--- src/rtl/signal_analysis_pkg.sv ---
// Shared constants and sample type for the NMR receive path.
// DATA_W_DEF / LOG2_DECIM_DEF are the default generator/analysis widths.
package signal_analysis_pkg;

  localparam int DATA_W_DEF     = 16;
  localparam int LOG2_DECIM_DEF = 3;

  // one mixer/integrator lane per LO phase
  localparam int NUM_LANES = 2;
  localparam int LANE_I    = 0;
  localparam int LANE_Q    = 1;

  typedef logic signed [DATA_W_DEF-1:0] sample_t;

endpackage

--- src/rtl/signal_analysis_if.sv ---
// Sample/LO inputs and decimated I/Q outputs of the receive demodulator.
interface signal_analysis_if
  import signal_analysis_pkg::*;
#(
    parameter int DATA_W = DATA_W_DEF
);

  logic signed [DATA_W-1:0] signal_in;
  logic signed [DATA_W-1:0] dds_i;
  logic signed [DATA_W-1:0] dds_q;
  logic                     rx;
  logic signed [DATA_W-1:0] data_out_i;
  logic signed [DATA_W-1:0] data_out_q;
  logic                     data_valid;

  modport master (
      output signal_in, dds_i, dds_q, rx,
      input  data_out_i, data_out_q, data_valid
  );

  modport slave (
      input  signal_in, dds_i, dds_q, rx,
      output data_out_i, data_out_q, data_valid
  );

endinterface

--- src/rtl/signal_analysis_iq_mixer_integrator.sv ---
// One demodulator lane: Q1.15 mix with saturation, then accumulate-and-dump.
// Window timing (rx_d2, win_last) comes from the shared counter in the top.
module iq_mixer_integrator
  import signal_analysis_pkg::*;
#(
    parameter int DATA_W     = DATA_W_DEF,
    parameter int LOG2_DECIM = LOG2_DECIM_DEF
) (
    input  logic                     clk,
    input  logic                     rst,
    input  logic signed [DATA_W-1:0] sig_s1,
    input  logic signed [DATA_W-1:0] lo_s1,
    input  logic                     rx_d2,
    input  logic                     win_last,
    output logic signed [DATA_W-1:0] data_out
);

    localparam int ACC_W = DATA_W + LOG2_DECIM;
    localparam logic signed [DATA_W-1:0] S_MIN = {1'b1, {(DATA_W-1){1'b0}}};
    localparam logic signed [DATA_W-1:0] S_MAX = {1'b0, {(DATA_W-1){1'b1}}};

    logic signed [2*DATA_W-1:0] prod;
    logic                       prod_unused;
    logic signed [DATA_W-1:0]   mixed_d, mixed_q;
    logic signed [ACC_W-1:0]    sum;
    logic signed [ACC_W-1:0]    acc_d, acc_q;
    logic signed [DATA_W-1:0]   data_out_d, data_out_q;

    assign prod_unused = ^{prod[2*DATA_W-1], prod[DATA_W-2:0]};

    always_comb begin
        prod    = sig_s1 * lo_s1;
        mixed_d = prod[2*DATA_W-2:DATA_W-1];
        // full-scale negative squared is the only product that wraps
        if (sig_s1 == S_MIN && lo_s1 == S_MIN) mixed_d = S_MAX;
    end

    always_comb begin
        sum        = acc_q + {{LOG2_DECIM{mixed_q[DATA_W-1]}}, mixed_q};
        acc_d      = sum;
        data_out_d = data_out_q;
        if (!rx_d2) begin
            acc_d = '0;
        end else if (win_last) begin
            acc_d      = '0;
            // upper bits of the sum == sum >>> LOG2_DECIM, floor rounding
            data_out_d = sum[ACC_W-1:LOG2_DECIM];
        end
    end

    always_ff @(posedge clk or posedge rst) begin
        if (rst) begin
            mixed_q    <= '0;
            acc_q      <= '0;
            data_out_q <= '0;
        end else begin
            mixed_q    <= mixed_d;
            acc_q      <= acc_d;
            data_out_q <= data_out_d;
        end
    end

    assign data_out = data_out_q;

endmodule

--- src/rtl/signal_analysis.sv ---
// Quadrature receive demodulator: input register, shared window counter,
// and an I and a Q mixer/integrator lane.
module signal_analysis
  import signal_analysis_pkg::*;
#(
    parameter int DATA_W     = DATA_W_DEF,
    parameter int LOG2_DECIM = LOG2_DECIM_DEF
) (
    input  logic             clk_8x,
    input  logic             rst,
    signal_analysis_if.slave bus
);

    logic signed [DATA_W-1:0]         sig_s1_d, sig_s1_q;
    logic [NUM_LANES-1:0][DATA_W-1:0] lo_s1_d, lo_s1_q, lane_out;
    logic [1:0]                       vld_pipe_d, vld_pipe_q;
    logic [LOG2_DECIM-1:0]            cnt_d, cnt_q;
    logic                             data_valid_d, data_valid_q;
    logic                             rx_d2, win_last;

    always_comb begin
        sig_s1_d        = bus.signal_in;
        lo_s1_d         = '0;
        lo_s1_d[LANE_I] = bus.dds_i;
        lo_s1_d[LANE_Q] = bus.dds_q;
        // rx travels with the samples: bit 0 = stage 1, bit 1 = stage 2
        vld_pipe_d      = {vld_pipe_q[0], bus.rx};
        rx_d2           = vld_pipe_q[1];
        win_last        = rx_d2 && (&cnt_q);
        cnt_d           = rx_d2 ? cnt_q + LOG2_DECIM'(1) : '0;
        data_valid_d    = win_last;
    end

    always_ff @(posedge clk_8x or posedge rst) begin
        if (rst) begin
            sig_s1_q     <= '0;
            lo_s1_q      <= '0;
            vld_pipe_q   <= '0;
            cnt_q        <= '0;
            data_valid_q <= 1'b0;
        end else begin
            sig_s1_q     <= sig_s1_d;
            lo_s1_q      <= lo_s1_d;
            vld_pipe_q   <= vld_pipe_d;
            cnt_q        <= cnt_d;
            data_valid_q <= data_valid_d;
        end
    end

    for (genvar l = 0; l < NUM_LANES; l++) begin : g_lane
        iq_mixer_integrator #(
            .DATA_W    (DATA_W),
            .LOG2_DECIM(LOG2_DECIM)
        ) u_lane (
            .clk     (clk_8x),
            .rst     (rst),
            .sig_s1  (sig_s1_q),
            .lo_s1   (lo_s1_q[l]),
            .rx_d2   (rx_d2),
            .win_last(win_last),
            .data_out(lane_out[l])
        );
    end

    assign bus.data_out_i = lane_out[LANE_I];
    assign bus.data_out_q = lane_out[LANE_Q];
    assign bus.data_valid = data_valid_q;

endmodule

--- src/flat_wrapper.sv ---
// flat-port wrapper written by rule: the top's interface ports become plain ports
module signal_analysis_flat import signal_analysis_pkg::*;
#(
    parameter int DATA_W     = DATA_W_DEF,
    parameter int LOG2_DECIM = LOG2_DECIM_DEF
)
  (clk_8x, rst, bus_signal_in, bus_dds_i, bus_dds_q, bus_rx, bus_data_out_i, bus_data_out_q, bus_data_valid);
  signal_analysis_if #(.DATA_W(DATA_W)) bus_i ();
  input  logic clk_8x;
  input  logic rst;
  input wire logic [$bits(bus_i.signal_in)-1:0] bus_signal_in;
  input wire logic [$bits(bus_i.dds_i)-1:0] bus_dds_i;
  input wire logic [$bits(bus_i.dds_q)-1:0] bus_dds_q;
  input wire logic [$bits(bus_i.rx)-1:0] bus_rx;
  output wire logic [$bits(bus_i.data_out_i)-1:0] bus_data_out_i;
  output wire logic [$bits(bus_i.data_out_q)-1:0] bus_data_out_q;
  output wire logic [$bits(bus_i.data_valid)-1:0] bus_data_valid;
  assign bus_i.signal_in = bus_signal_in;
  assign bus_i.dds_i = bus_dds_i;
  assign bus_i.dds_q = bus_dds_q;
  assign bus_i.rx = bus_rx;
  assign bus_data_out_i = bus_i.data_out_i;
  assign bus_data_out_q = bus_i.data_out_q;
  assign bus_data_valid = bus_i.data_valid;
  signal_analysis #(.DATA_W(DATA_W), .LOG2_DECIM(LOG2_DECIM)) u_core (.clk_8x(clk_8x), .rst(rst), .bus(bus_i));
endmodule
--- config.mk ---
export PLATFORM = sky130hd
export DESIGN_NAME = signal_analysis_flat
export DESIGN_NICKNAME = d
export VERILOG_FILES = /design/src/rtl/signal_analysis_pkg.sv /design/src/rtl/signal_analysis_if.sv /design/src/rtl/signal_analysis_iq_mixer_integrator.sv /design/src/rtl/signal_analysis.sv /design/src/flat_wrapper.sv
export SDC_FILE = /design/constraint.sdc
export NUM_CORES = 2
export LEC_CHECK = 0
export CELL_PAD_IN_SITES_DETAIL_PLACEMENT = 1
export CELL_PAD_IN_SITES_GLOBAL_PLACEMENT = 2
export CORE_MARGIN = 8
export CORE_UTILIZATION = 45
export CTS_CLUSTER_SIZE = 10
export DETAILED_ROUTE_END_ITERATION = 10
export GPL_TIMING_DRIVEN = 0
export PLACE_DENSITY = 0.88
export SLEW_MARGIN = 10
export SYNTH_ARGS = -nofsm -noshare
export SYNTH_HDL_FRONTEND = slang
export SYNTH_SLANG_ARGS = --single-unit
--- constraint.sdc ---
create_clock -name clk_8x -period 17 [get_ports clk_8x]
set_clock_uncertainty 0.1 [all_clocks]
set_input_delay 5.1 -clock clk_8x [delete_from_list [all_inputs] [get_ports clk_8x]]
set_output_delay 5.1 -clock clk_8x [all_outputs]
set_load 0.005 [all_outputs]
* Word-level counts from Yosys, hierarchy flattened *
Index checks and enable logic that the tools add are counted.

word-level totals
  register bits = 156
  output and inout bits = 33
  logic and storage cells = 32

cells by class
  add/sub/neg operators = 3
  multipliers = 2
  equal/unequal tests = 3
  multiplexer cells = 7
  reduce and logical (&&, ||, !) cells = 5

operators with widths
  kind                                         count
  2-to-1 mux 19 bit                            4
  multiplier 16 x 16 -> 31 bit                 2
  == test 16 bit, second input constant        3
  adder 19 bit                                 2
  2-to-1 mux 16 bit                            2
  adder 3 x 1 -> 3 bit, second input constant  1
  logical AND 1 bit                            3
  2-to-1 mux 3 bit                             1
  AND reduction 3 bit                          1
  AND reduction 2 bit                          1

* Depth between registers and ports, before layout *
  depth in word-level cells = 4
  mapped depth = 23
  mapped depth without buffers = 21

* Hierarchy *
From an unflattened synthesis, not the netlist that was laid out.

unflattened totals
  cell total of the unflattened synthesis = 2569
  area total of the unflattened synthesis = 24851.3 um^2

modules (own cells, without submodules)
  module                                          times used  cells each  area each (um^2)
  iq_mixer_integrator at u_core.g_lane[0].u_lane  1           1258        11743.8
  iq_mixer_integrator at u_core.g_lane[1].u_lane  1           1250        11700.0
  signal_analysis                                 1           61          1407.6

* Worst setup path after synthesis *
OpenSTA, ideal clock, no wires.

  path kind = register to register
  from = register u_core.lo_s1_q[7] (netlist name)
  to = register u_core.g_lane[0].u_lane.mixed_q[11]
  arrival time = 5.999 ns
  data required time = 16.775 ns
  path slack = 10.776 ns
  stages on the path, launching flop included = 24
  path through = dfrtp_1 -> clkbuf_1 -> clkbuf_1 -> nand2_1 -> fa_1 -> inv_1 -> fa_1 -> inv_1 -> fa_1 -> inv_1 -> fa_1 -> fa_1 -> inv_1 -> fa_1 -> inv_1 -> ha_1 -> o21a_1 -> o21a_1 -> o21ai_0 -> nor3_1 -> a211oi_2 -> o21bai_1 -> a21oi_1 -> mux2_2

between the ends
  longest elaborated chain between the ends = 3
  elaborated cells between the ends (all ways) = 4

ends and longest elaborated chain
  what                                                                  RTL line                                   text
  start, declared                                                       signal_analysis.sv:15                      logic [NUM_LANES-1:0][DATA_W-1:0] lo_s1_d, lo_s1_q, lane_out;
  start signal, assigned                                                signal_analysis.sv:43                      lo_s1_q <= lo_s1_d;
  branches (longest 2 deep; another with multiplier 16 x 16 -> 31 bit)  --
  2-to-1 mux 16 bit *                                                   signal_analysis_iq_mixer_integrator.sv:35  if (sig_s1 == S_MIN && lo_s1 == S_MIN) mixed_d = S_MAX;
  via u_core.g_lane[0].u_lane.mixed_d[11]                               signal_analysis_iq_mixer_integrator.sv:24  logic signed [DATA_W-1:0] mixed_d, mixed_q;
  end signal, assigned                                                  signal_analysis_iq_mixer_integrator.sv:57  mixed_q <= mixed_d;
  end, declared                                                         signal_analysis_iq_mixer_integrator.sv:24

Mark *: on every way through the listed nets, which the timed path passes.
A chain may end at the register's enable or synchronous reset.

* Worst setup path after layout *
  from = register u_core.sig_s1_q[10]
  to = register u_core.g_lane[0].u_lane.mixed_q[11]

between the ends
  longest elaborated chain between the ends = 3
  elaborated cells between the ends (all ways) = 4

ends and longest elaborated chain
  what                                                                  RTL line                                   text
  start, declared                                                       signal_analysis.sv:14                      logic signed [DATA_W-1:0] sig_s1_d, sig_s1_q;
  start signal, assigned                                                signal_analysis.sv:42                      sig_s1_q <= sig_s1_d;
  branches (longest 2 deep; another with multiplier 16 x 16 -> 31 bit)  --
  2-to-1 mux 16 bit *                                                   signal_analysis_iq_mixer_integrator.sv:35
  via u_core.g_lane[0].u_lane.mixed_d[11]                               signal_analysis_iq_mixer_integrator.sv:24

Marked as above.

==> metrics.txt <==
die area 62840 µm²; Max Cap Viol 0; r2r startpoint u_core.sig_s1_q[10]; Slew Limit Fails 0; Layout area overhead 9.592%; Via density 5.250; Worst EP arrival 7.82 ns; initial antenna violation count 2; Yosys top cell area share 0.4135; clk buf depth 2; # fillers 6177; DRT Wirelength 71200 µm; vias in the first global route 21.16k; crit path max fanout 10; Clock transition at path regs 0.07 ns; min-delay src u_core.vld_pipe_q[0]; critical path class register to register; post-route ant nets 0; row cnt 86; DRT Pass-1 Iters 5; CP Capture Type register; worst-path cell chain clkbuf_1 > and2_1 > fa_1 > inv_1 > fa_1 > fa_1 > inv_1 > fa_1 > fa_1 > inv_1 > fa_1 > inv_1 > ha_1 > o21a_1 > o21a_1 > o21ai_0 > nor3_1 > a211oi_2 > o21bai_1 > a21oi_1 > mux2_2; Worst slew margin 0.3232; fraction of layout cells with a size suffix above 1 0.01979; Worst Max-Slew Pin Slew 1.015 ns; synthesis warning total 0; Top FF cell, synth dfrtp_1; wire per inst 21.05 µm; status finished, final reports clean; Cells after Synth 2562; worst hold margin 0.2524 ns; initial core utilization 0.4525; number of buffers and inverters on the critical path 5; first-pass GRT wire length 115700 µm; critical path's slowest cell clkbuf_1; gr ovfl total 0; register area share after synthesis 0.1575; crit path time final 7.566 ns; fraction of registers with async set or reset after synthesis 1.000; total setup buffers inserted after CTS 0; fin util 0.4959; Fmax 132.2 MHz; Mapped Avg Cell Area 9.674 µm²; Syn Nets 3317; Post-synth EDFFs 0; die width 250.7 µm; # IOs 84; Layout Nets 3420; mapped cell area 24790 µm²; Synth Register Bits 156; R2R setup slack 9.43 ns; Final HPWL DP 59800 µm; fin crit share 0.4450; vias 17.76k; CTS tree done; die height 250.7 µm; most used cell along the critical path fa_1; clk_lat worst skew 0.48 ns; commonest non-fill, non-tap cell in the layout inv_1; Critical Path RT 17.26 ns; Netlist cell types 64; hold crit path type register to register; number of H-tree levels 4; RSZ-0062 raised after global routing no; Core ar. 54770 µm²; Area contributors post-synth fa_1 (41%), dfrtp_1 (16%), ha_1 (9.7%); DRT iter0 DRCs 895; Setup TNS 0 ns; root buffer cell clkbuf_16; DRC 0; Final setup viols 0; hold_buf cts 0; pin count of the biggest net entering global routing 86; commonest cells after routing, fill and taps aside inv_1 (579), fa_1 (512), nand2_1 (317); CTS buffer count 17; final hold vios 0; dominant cell type by area after synthesis fa_1; IO Port Bufs 83; Clock Sinks 156; slowest stage delay, CP 0.81 ns; Total GRT Usage 0.2378; Resized Gates After CTS 0; GP Congestion 0.9105; Worst Setup Start Kind register; CP delay by family, top adder cells; Worst Setup SP u_core.sig_s1_q[10]
[registers in the layout (all words and copies together) (netlist names)]
register and count:
u_core.bus.data_valid 1, u_core.cnt_q 3, u_core.vld_pipe_q 2, u_core.g_lane.u_lane.acc_q 38, u_core.g_lane.u_lane.data_out 32, u_core.sig_s1_q 16
u_core.lo_s1_q 32, u_core.g_lane.u_lane.mixed_q 32
[cells by family after synthesis]
logic type | share of synthesized area
adders and majority gates | 0.5105
DFF | 0.1575
AOI/OAI and AO/OA | 0.05518
buffers and inverters | 0.1037
xor gates and xnor gates | 0.02615
muxes | 0.001716
and+or+nand+nor | 0.1452
[Yosys cell counts, drive strengths merged, types with 3 or more instances]
| cell | n |
|---|---|
| a211oi | 13 |
| clkbuf | 105 |
| o211ai | 3 |
| o22ai | 3 |
| nor2 | 80 |
| o21a | 12 |
| nor3 | 21 |
| xnor2 | 48 |
| nand4 | 12 |
| a31oi | 4 |
| xor2 | 26 |
| and2 | 240 |
| nor4 | 16 |
| nand3 | 11 |
| o21bai | 8 |
| a211o | 4 |
| nor2b | 6 |
| inv | 580 |
| and3 | 8 |
| fa | 512 |
| o31ai | 7 |
| ha | 192 |
| a21boi | 3 |
| or3 | 3 |
| nand2b | 14 |
| nand2 | 317 |
| a21o | 25 |
| dfrtp | 156 |
| a21oi | 36 |
| o21ai | 61 |
| or2 | 5 |
[layer usage]
layer | track usage | wire length, µm | up-vias
li1 | - | - | 7836
met5 | 0 | 12 | -
met3 | 0.03534 | 2881 | 156
met2 | 0.4262 | 36970 | 388
met4 | 0.09328 | 2854 | 2
met1 | 0.2850 | 28470 | 9379
[worst reg2reg max path: cells and delay by family, from the launching register on]
family          cells  cell delay [ns]
buf+inv             5             1.06
flops               1             0.69
simple gates        2             0.46
fa+ha+maj           7             3.16
compound gates      6             1.62
mux                 1             0.36
[per-stage QoR]
stage / cell area (µm²) / setup slack, ns / std cells
final: 27160 / 9.434 / 3383
after CTS: 27160 / 9.367 / 3382
after global routing: 27160 / 9.144 / 3382
after floorplan: 24790 / 7.593 / 2562
after global placement: 26500 / 5.285 / 3349
after detailed placement: 26530 / 9.417 / 3350
[final timing paths]
| check | end | cells after the start |
|---|---|---|
| worst max register to register | u_core.g_lane[0].u_lane.mixed_q[11] | 21 |
| worst min-delay path | u_core.vld_pipe_q[1] | 0 |
| worst max-delay path | u_core.g_lane[0].u_lane.mixed_q[11] | 21 |
| max in group asynchronous | u_core.g_lane[0].u_lane.mixed_q[8] | 3 |
| min in group asynchronous | u_core.g_lane[1].u_lane.data_out[4] | 2 |
| worst min register to register | u_core.vld_pipe_q[1] | 0 |
[cell type report]
class | count | area (µm²) | area share
Antenna cell | 1 | 2.502 | 0.00009213
Sequential cell | 156 | 3904 | 0.1437
Inverter | 580 | 2185 | 0.08043
Clock inverter | 14 | 198.9 | 0.007324
Multi-Input combinational cell | 1721 | 18310 | 0.6741
Tap cell | 704 | 880.8 | 0.03243
Clock buffer | 18 | 429.2 | 0.01580
Timing Repair Buffer | 84 | 858.3 | 0.03160
Buffer | 105 | 394.1 | 0.01451
Power is not shown: default switching activity piles up to over one toggle a cycle in this logic, so the estimate is an artifact.
==> RTL edit: new RTL, config.mk and constraints unchanged <==
Set the package constant `DATA_W_DEF` to 12 (it was 16).
--- a/src/rtl/signal_analysis_pkg.sv
+++ b/src/rtl/signal_analysis_pkg.sv
@@ -2,7 +2,7 @@
 // DATA_W_DEF / LOG2_DECIM_DEF are the default generator/analysis widths.
 package signal_analysis_pkg;
 
-  localparam int DATA_W_DEF     = 16;
+  localparam int DATA_W_DEF     = 12;
   localparam int LOG2_DECIM_DEF = 3;
 
   // one mixer/integrator lane per LO phase
Ports: changed (5 resized); port bits go from 84 to 64. No check against the original RTL was run, so the function may have changed too.
==> RTL edit against the unedited design <==
  * Worst hold slack better by 0.014 ns
  * Final area down 39%
  * Sequential cell count down 36
  * Synthesized cell count down 41%
  * Non-clock buffer count down 65
  * Worst setup slack better by 0.92 ns
  * Count of clock-buffer cells in the layout up 1
  * Critical endpoint is now u_core.g_lane[1].u_lane.mixed_q[11]$_DFF_PP0_
  * Wire length down 47%
  * Synthesized area down 41%
==> RTL edit: results (changes against the unedited design) <==
Parameter                              Value

Setup path
  Worst R2R Start ... u_core.sig_s1_q[11]$_DFF_PP0_ (was u_core.sig_s1_q[10]$_DFF_PP0_)
  Crit path DAT ... 6.83 ns (was 7.82 ns)
  FF-to-FF End ... u_core.g_lane[1].u_lane.mixed_q[11]$_DFF_PP0_ (was u_core.g_lane[0].u_lane.mixed_q[11]$_DFF_PP0_)
  Largest stage delay, worst path ... 0.63 ns (was 0.81 ns)

GRT
  Via count of the first global-routing pass ... 11800 (was 21200)
  Maximum number of pins on one net before global-route repair ... 72 (was 86)
  Routing usage on met2 ... 35.5% (was 42.6%)
  First-pass GRT wire length ... 62.7 mm (was 116 mm)
  Met3 track utilization from global routing ... 4.09% (was 3.53%)
  Met1 capacity usage during global routing ... 27.3% (was 28.5%)
  Combined global-route utilization of all metal layers ... 20.9% (was 23.8%)

Yosys
  Sequential area share after synthesis ... 20.4% (was 15.8%)
  Cell types with the highest counts after synthesis ... 320 x inv_1, 266 x fa_1, 228 x nand2_1 (was 580 x inv_1, 512 x fa_1, 317 x nand2_1)
  Syn Nets ... 1951 (was 3317)
  Count of distinct cell types in the synthesized netlist ... 49 (was 64)
  Syn Area/Cell ... 9.67 µm² (about the same)

Placed design
  Input/output buffers ... 63 (was 83)
  Routability congestion estimate from global placement ... 0.866 (was 0.911)
  Setup slack after placement ... 10.39 ns (was 9.42 ns)
  Instance area at placement ... 16000 µm² (was 26500 µm²)
  Detailed placer's ending HPWL ... 31.4 mm (was 59.8 mm)

Route
  Metal1 wirelength ... 16.6 mm (was 28.5 mm)
  Wire length on met2 ... 18.8 mm (was 37.0 mm)
  Starting DRC count in detailed routing ... 477 (was 895)
  Via count ... 10400 (was 17800)
  Average routed wire per standard cell ... 18.4 µm (was 21.0 µm)
  Amount of wire on met3 after detailed routing ... 1.90 mm (was 2.88 mm)
  First drt pass iteration count ... 4 (was 5)

Finish
  Fillers ... 3690 (was 6177)
  Layout cells sized above 1 ... 2.72% (was 1.98%)
  Count of antenna diodes in the layout ... 0 (was 1)
  Fin cells ... 2062 (was 3383)
  Max reg flops ... 30 (was 38)
  Layout overhead on the synthesized area ... 12.2% (was 9.59%)

STA
  Post-route worst hold slack ... 0.267 ns (was 0.252 ns)
  Slew at the pin with the worst max-slew slack ... 0.875 ns (was 1.02 ns)

CTS
  Clock insertion delay at the later pin of the skew report ... 0.44 ns (was 0.48 ns)

Power
  Static leakage ... 8.26 nW

Status
  Run status ... finished, final reports clean (unchanged)
RTL edit: cell types whose count changed after synthesis, moves of 18 or more:
cell | before | now
dfrtp_1 | 156 | 120
inv_1 | 580 | 320
fa_1 | 512 | 266
and2_1 | 240 | 98
o21ai_0 | 58 | 40
ha_1 | 192 | 122
clkbuf_1 | 105 | 60
nand2_1 | 317 | 228
nor2_1 | 80 | 62
RTL edit: kinds of logic after synthesis:
family | count (synthesis) | synth area share (%)
compound gates | 127 | 5.64
simple gates | 442 | 13.8
flops | 120 | 20.4
xor+xnor | 67 | 3.98
buf+inv | 380 | 9.68
fa+ha+maj | 388 | 46.5
RTL edit: worst max path at each step:
stage / start / to / slack, ns
after floorplan: rst / u_core.bus.data_valid$_DFF_PP0_ / 8.61
after global placement: rst / u_core.lo_s1_q[4]$_DFF_PP0_ / 6.84
after detailed placement: u_core.sig_s1_q[11]$_DFF_PP0_ / u_core.g_lane[1].u_lane.mixed_q[11]$_DFF_PP0_ / 10.39
after CTS: u_core.sig_s1_q[11]$_DFF_PP0_ / u_core.g_lane[1].u_lane.mixed_q[11]$_DFF_PP0_ / 10.35
after global routing: u_core.sig_s1_q[11]$_DFF_PP0_ / u_core.g_lane[1].u_lane.mixed_q[11]$_DFF_PP0_ / 9.97
final: u_core.sig_s1_q[11]$_DFF_PP0_ / u_core.g_lane[1].u_lane.mixed_q[11]$_DFF_PP0_ / 10.35
RTL edit: layout make-up:
| cell class | count | area share, % |
|---|---|---|
| well taps | 442 | 3.34 |
| clock inverters | 13 | 0.870 |
| clock buffers | 19 | 2.62 |
| plain buffers | 60 | 1.36 |
| multi-input cells | 1024 | 62.4 |
| repair buffers | 64 | 3.98 |
| flip-flops and latches | 120 | 18.2 |
| inverters | 320 | 7.30 |
